[src/rtl/fetch_unit_if.sv]
// Bundle of the fetch stage's memory, decode and redirect signals.
// The master side belongs to the fetch unit; the slave side is its environment.
interface fetch_unit_if #(
    parameter int ADDR_W = 32
);
    logic              imem_req;
    logic [ADDR_W-1:0] imem_addr;
    logic              imem_ack;
    logic [31:0]       imem_rdata;
    logic              stall;
    logic              branch_taken;
    logic [ADDR_W-1:0] branch_target;
    logic              if_valid;
    logic [31:0]       if_instr;
    logic [5:0]        if_opcode;
    logic [ADDR_W-1:0] if_pc4;

    modport master (
        output imem_req, imem_addr, if_valid, if_instr, if_opcode, if_pc4,
        input  imem_ack, imem_rdata, stall, branch_taken, branch_target
    );

    modport slave (
        input  imem_req, imem_addr, if_valid, if_instr, if_opcode, if_pc4,
        output imem_ack, imem_rdata, stall, branch_taken, branch_target
    );
endinterface

[src/rtl/fetch_unit.sv]
// Instruction fetch stage with a one-entry IF/ID register.
// It fetches one word at a time over req/ack and supports branch redirect and flush.
module fetch_unit #(
    parameter int                ADDR_W   = 32,
    parameter logic [ADDR_W-1:0] RESET_PC = '0,
    parameter int                PC_STEP  = 4
) (
    input  logic          clk,
    input  logic          rst_n,
    fetch_unit_if.master  bus
);
    typedef enum logic [1:0] {IDLE, REQ, HOLD} state_t;

    localparam logic [ADDR_W-1:0] STEP     = ADDR_W'(PC_STEP);
    localparam logic [ADDR_W-1:0] ALIGN_MK = ~ADDR_W'(3);

    state_t            state_q, state_d;
    logic [ADDR_W-1:0] pc_q, pc_d;
    logic [ADDR_W-1:0] addr_q, addr_d;
    logic              kill_q, kill_d;
    logic              valid_q, valid_d;
    logic [31:0]       instr_q, instr_d;
    logic [ADDR_W-1:0] pc4_q, pc4_d;

    logic slot_free;
    logic capture;

    always_ff @(posedge clk or negedge rst_n) begin
        if (!rst_n) begin
            state_q <= IDLE;
            pc_q    <= RESET_PC;
            addr_q  <= RESET_PC;
            kill_q  <= 1'b0;
            valid_q <= 1'b0;
            instr_q <= '0;
            pc4_q   <= '0;
        end else begin
            state_q <= state_d;
            pc_q    <= pc_d;
            addr_q  <= addr_d;
            kill_q  <= kill_d;
            valid_q <= valid_d;
            instr_q <= instr_d;
            pc4_q   <= pc4_d;
        end
    end

    // A redirect takes priority over everything; the stale response of a
    // killed request is dropped, and its address stays on the bus until that
    // response arrives.
    always_comb begin
        slot_free = ~valid_q | ~bus.stall;
        capture   = (state_q == REQ) & bus.imem_ack & ~kill_q & ~bus.branch_taken;

        state_d = state_q;
        pc_d    = pc_q;
        kill_d  = kill_q;
        valid_d = valid_q;
        instr_d = instr_q;
        pc4_d   = pc4_q;

        case (state_q)
            IDLE:    state_d = REQ;
            REQ:     if (bus.imem_ack && !kill_q) state_d = HOLD;
            HOLD:    if (slot_free) state_d = REQ;
            default: state_d = IDLE;
        endcase

        if (valid_q && !bus.stall) valid_d = 1'b0;
        if ((state_q == REQ) && bus.imem_ack) kill_d = 1'b0;

        if (capture) begin
            valid_d = 1'b1;
            instr_d = bus.imem_rdata;
            pc4_d   = pc_q + STEP;
            pc_d    = pc_q + STEP;
        end

        if (bus.branch_taken) begin
            state_d = REQ;
            pc_d    = bus.branch_target & ALIGN_MK;
            valid_d = 1'b0;
            if ((state_q == REQ) && !bus.imem_ack) kill_d = 1'b1;
        end

        addr_d = ((state_q == REQ) && !bus.imem_ack) ? addr_q : pc_d;
    end

    always_comb begin
        bus.imem_req  = (state_q == REQ);
        bus.imem_addr = addr_q;
        bus.if_valid  = valid_q;
        bus.if_instr  = instr_q;
        bus.if_opcode = instr_q[31:26];
        bus.if_pc4    = pc4_q;
    end
endmodule
[src/flat_wrapper.sv]
// flat-port wrapper written by rule: the top's interface ports become plain ports
module fetch_unit_flat 
#(
    parameter int                ADDR_W   = 32,
    parameter logic [ADDR_W-1:0] RESET_PC = '0,
    parameter int                PC_STEP  = 4
)
  (clk, rst_n, bus_imem_req, bus_imem_addr, bus_if_valid, bus_if_instr, bus_if_opcode, bus_if_pc4, bus_imem_ack, bus_imem_rdata, bus_stall, bus_branch_taken, bus_branch_target);
  fetch_unit_if #(.ADDR_W(ADDR_W)) bus_i ();
  input  logic clk;
  input  logic rst_n;
  output wire logic [$bits(bus_i.imem_req)-1:0] bus_imem_req;
  output wire logic [$bits(bus_i.imem_addr)-1:0] bus_imem_addr;
  output wire logic [$bits(bus_i.if_valid)-1:0] bus_if_valid;
  output wire logic [$bits(bus_i.if_instr)-1:0] bus_if_instr;
  output wire logic [$bits(bus_i.if_opcode)-1:0] bus_if_opcode;
  output wire logic [$bits(bus_i.if_pc4)-1:0] bus_if_pc4;
  input wire logic [$bits(bus_i.imem_ack)-1:0] bus_imem_ack;
  input wire logic [$bits(bus_i.imem_rdata)-1:0] bus_imem_rdata;
  input wire logic [$bits(bus_i.stall)-1:0] bus_stall;
  input wire logic [$bits(bus_i.branch_taken)-1:0] bus_branch_taken;
  input wire logic [$bits(bus_i.branch_target)-1:0] bus_branch_target;
  assign bus_imem_req = bus_i.imem_req;
  assign bus_imem_addr = bus_i.imem_addr;
  assign bus_if_valid = bus_i.if_valid;
  assign bus_if_instr = bus_i.if_instr;
  assign bus_if_opcode = bus_i.if_opcode;
  assign bus_if_pc4 = bus_i.if_pc4;
  assign bus_i.imem_ack = bus_imem_ack;
  assign bus_i.imem_rdata = bus_imem_rdata;
  assign bus_i.stall = bus_stall;
  assign bus_i.branch_taken = bus_branch_taken;
  assign bus_i.branch_target = bus_branch_target;
  fetch_unit #(.ADDR_W(ADDR_W), .RESET_PC(RESET_PC), .PC_STEP(PC_STEP)) u_core (.clk(clk), .rst_n(rst_n), .bus(bus_i));
endmodule
[config.mk]
export PLATFORM = sky130hd
export DESIGN_NAME = fetch_unit_flat
export DESIGN_NICKNAME = d
export VERILOG_FILES = /design/src/rtl/fetch_unit_if.sv /design/src/rtl/fetch_unit.sv /design/src/flat_wrapper.sv
export SDC_FILE = /design/constraint.sdc
export NUM_CORES = 1
export LEC_CHECK = 0
export ABC_AREA = 1
export ABC_CLOCK_PERIOD_IN_PS = 1800
export CORE_MARGIN = 10
export CORE_UTILIZATION = 30
export DETAILED_ROUTE_END_ITERATION = 8
export PLACE_DENSITY = 0.64
export SYNTH_ARGS = -nofsm -noshare
export SYNTH_HDL_FRONTEND = slang
export SYNTH_SLANG_ARGS = --single-unit
[constraint.sdc]
create_clock -name clk -period 1.8 [get_ports clk]
set_clock_uncertainty 0.1 [all_clocks]
set_input_delay 0.36 -clock clk [delete_from_list [all_inputs] [get_ports clk]]
set_output_delay 0.36 -clock clk [all_outputs]
set_load 0.02 [all_outputs]
==> summary.md <==
| Metric | Value |
|---|---|
| Status | complete, no violations |
| N_diodes | 0 |
| Leakage | 0.00465 uW |
| Sequential power share | 0.359 |
| Routability cong. | 0.876 |
| Global-route wire length before repair | about 31,000 um |
| Vias per cell | ~4.5 |
| Post-synth EDFFs | 0 |
| Port Buffers | between 150 and 200 |
| Placed Instances | about 1,200 |
| Vias | 5,668 |
| Unrepaired setup endpoints after global routing | true |
| H-tree Lvls | 4 |
| Clk buf depth | 2 |
| Total gr overflow | 0 |
| CP bufs+invs | 1 |
| Number of antenna violations at the first check in global routing | 1 |
| Worst slew margin | 0.757 |
| Ports | 173 |
| Share of cells above drive strength 1 | 0.174 |
| CP Class | flip-flop to flip-flop |
| Core ar. | 20,300 um^2 |
| Clock Tree Root | clkbuf_16 |
| Clk slew on worst S/H paths | 0.06 ns |
| Area contributors post-synth | dfrtp_1 (53%), nand2_1 (20%), nand3_1 (4.1%), nor2_1 (2.8%), o21ai_0 (2.7%) |
| Mean area per synthesized cell | ~8.1 um^2 |
| Initial Utilization | 0.305 |
| Critical path launch point type | flip-flop |
| Max Transition Viols Final | 0 |
| Clk pwr share | 0.316 |
| Initial DRC Count | 450 |
| CTS tree | yes |
| Setup ws final | 0.0254 ns |
| Num CTS Buffers | 17 |
| NetSw | between 4000 and 5000 uW |
| Nets@finish | 1,046 |
| Post-synth ARST share | 1.00 |
| Seq/Total Area, Yosys | 0.533 |
| Antenna-violating nets left | 0 |
| Setup_tns | 0 ns |
| Cell with the most instances after synthesis | nand2_1 |
| Post-Synthesis Cells | about 760 |
| Slowest cell on the critical path | dfrtp_1 |
| Synth cell types | 33 |
| Vias in the first global route | 5,716 |
| Worst-skew pair later-pin latency | 0.42 ns |
| Crit Path Max Fanout | 4 |
| Final Hold Fails | 0 |
| DPL Wire Length | 14,300 um |
| Syn nets | 833 |
| Comb power frac | 0.325 |
| Die height | roughly 160 um |
| Post-Synthesis Cell Area | slightly above 6000 um^2 |
| Crit path cell chain | buf_4, nand2_2, nor2_4, nand3_1, o211ai_1, nand2_1, nand3_1, nand2_1 |
| Largest net degree at the start of global routing | between 40 and 50 |
| Sequential cell area | 3300 um^2 |
| Cell Pwr Density | 1300 nW/um^2 |
| Synth warnings | 0 |
| Worst path top cell family by delay | simple AND/OR/NAND/NOR gates |
| Multi-input logic area | approximately 2700 um^2 |
| Critical Path RT | 2.01 ns |
| Die Wd | 164 um |
| Largest area contributor in the netlist | dfrtp_1 |
| Reg2Reg Setup Slack | approximately 0.025 ns |
| Drt total wl | 19,200 um |
| Tmin final | 1.77 ns |
| Flops & latches, synth | 132 |
| Crit path DAT | 1.98 ns |
| Area Growth Syn to Fin | 48.8% |
| Drt pass-1 iters | 4 |
| Final Cycle Share | 0.986 |
| Peak supply drop | a little over 0.0006 V |
| Row count | 52 |
| Max_cap viols | 0 |
| Internal power | 7830 uW |
| CP peak stage delay | 0.39 ns |
| Die footprint | between 20,000 and 30,000 um^2 |
| GRT Total Usage | 0.144 |
| Routed len/inst | approximately 15 um |
| Post-synth top area share | 0.533 |
| Filler cells | 2,008 |
| Pre-CTS WS | -0.355 ns |
| F_max | about 560 MHz |
| Actual slew at the worst max-slew pin | 0.363 ns |
| Worst min path class | primary input to async pin |
| Clock sinks | 132 |
| Final Util | 0.454 |
| Worst setup EP type | flip-flop |
| Post-synth top cells | nand2_1 (330), dfrtp_1 (132), nand3_1 (51), nor2_1 (46), o21ai_0 (33) |
| Top_reg_cell synth | dfrtp_1 |
| Final Non-Filler Cells | 1,259 |
| Final Setup Violations | 0 |
| DRC Markers | 0 |
| Sw Share | 0.347 |
## layout by cell type (no fill, tap or decap), drive strengths merged
cell,count
inv,38
nand3,56
a21boi,16
a21oi,15
clkinv,4
o22ai,1
o21a,1
ha,1
o21bai,8
or2,17
o211ai,2
xor2,1
dfrtp,132
o21ai,39
nand3b,1
dlygate4sd3,1
dlygate4sd2,103
nand4,1
clkdlybuf4s50,65
nor2,60
bufinv,5
nand2,337
clkbuf,22
buf,60
and2,2
clkinvlp,1
## layout make-up
class | instances | area share
inverter | 38 | 0.0155
clock buffer | 22 | 0.0504
timing repair buffer | 229 | 0.228
tap | 270 | 0.0366
sequential | 132 | 0.358
multi-input combinational | 558 | 0.292
clock inverter | 10 | 0.0193
## power groups by stage
stage | logic, uW | registers (uW) | clock network [uW]
2_1_floorplan | 1300 | 5180 | 0
3_3_place_gp | 4390 | 4370 | 0
3_5_place_dp | 4430 | 4370 | 0
4_1_cts | 3920 | 4310 | 3890
5_1_grt | 4300 | 4420 | 4030
6_report | 3900 | 4310 | 3790
## worst reg2reg max path, delay by kind of cell, from the launching register on
family,cells,cell delay [ns]
AOI/OAI and AO/OA,1,0.37
buffers and inverters,1,0.14
DFF,1,0.39
and+or+nand+nor,6,0.67
## metal layers
layer	wire, um	global-route usage	part of all wire	up-vias
met5	13	0	0.00068	-
met4	74	0.0305	0.0039	2
met3	1470	0.0503	0.077	10
met2	8640	0.223	0.45	165
met1	8990	0.190	0.47	2653
li1	-	-	-	2838
## registers in the layout (all words and copies together), names as in the netlist, named ones only
signal,count
u_core.state_q,2
u_core.bus.if_valid,1
u_core.bus.imem_addr,32
u_core.bus.if_instr,32
u_core.bus.if_pc4,32
u_core.pc_q,32
## through the flow
| step | power, uW | hold WS, ns | cell area [um^2] |
|---|---|---|---|
| 2_1_floorplan | 6470 | -0.0356 | 6190 |
| 3_3_place_gp | 8760 | 0.173 | 8520 |
| 3_5_place_dp | 8800 | 0.176 | 8520 |
| 4_1_cts | 12100 | 0.330 | 9040 |
| 5_1_grt | 12700 | 0.366 | 9220 |
| 6_report | 12000 | 0.344 | 9220 |
## cell families (layout without fill, tap and decap cells)
kind of cell             count (synthesis)  in the layout  share of synthesized area
AO/OA/AOI/OAI                           82             82                     0.0828
XOR/XNOR                                 1              1                    0.00141
adder cells (fa/ha/maj)                  1              1                    0.00202
buffers and inverters                   73            299                     0.0533
flip-flops                             132            132                      0.533
AND/OR/NAND/NOR                        474            474                      0.327
## worst paths after layout
path	start	to	cells past startpoint
min	rst_n	u_core.pc_q[7]$_DFF_PN0_	2
min in group clk	u_core.bus.if_pc4[30]$_DFFE_PN0P_	u_core.bus.if_pc4[30]$_DFFE_PN0P_	2
max in group asynchronous	rst_n	u_core.bus.if_pc4[19]$_DFFE_PN0P_	3
max reg2reg	u_core.pc_q[3]$_DFF_PN0_	u_core.bus.imem_addr[11]$_DFFE_PN0N_	8
min reg2reg	u_core.bus.if_pc4[30]$_DFFE_PN0P_	u_core.bus.if_pc4[30]$_DFFE_PN0P_	2
max	u_core.pc_q[3]$_DFF_PN0_	u_core.bus.imem_addr[11]$_DFFE_PN0N_	8
## timing repair
action,in CTS,in global routing
setup endpoints to repair,105,57
gates cloned,0,0
endpoints found under the hold margin,29,0
gates resized for setup,107,30
pin swaps,1,16
setup buffers,0,8
hold buffers,1,0
Power figures use the tool's default switching activity.
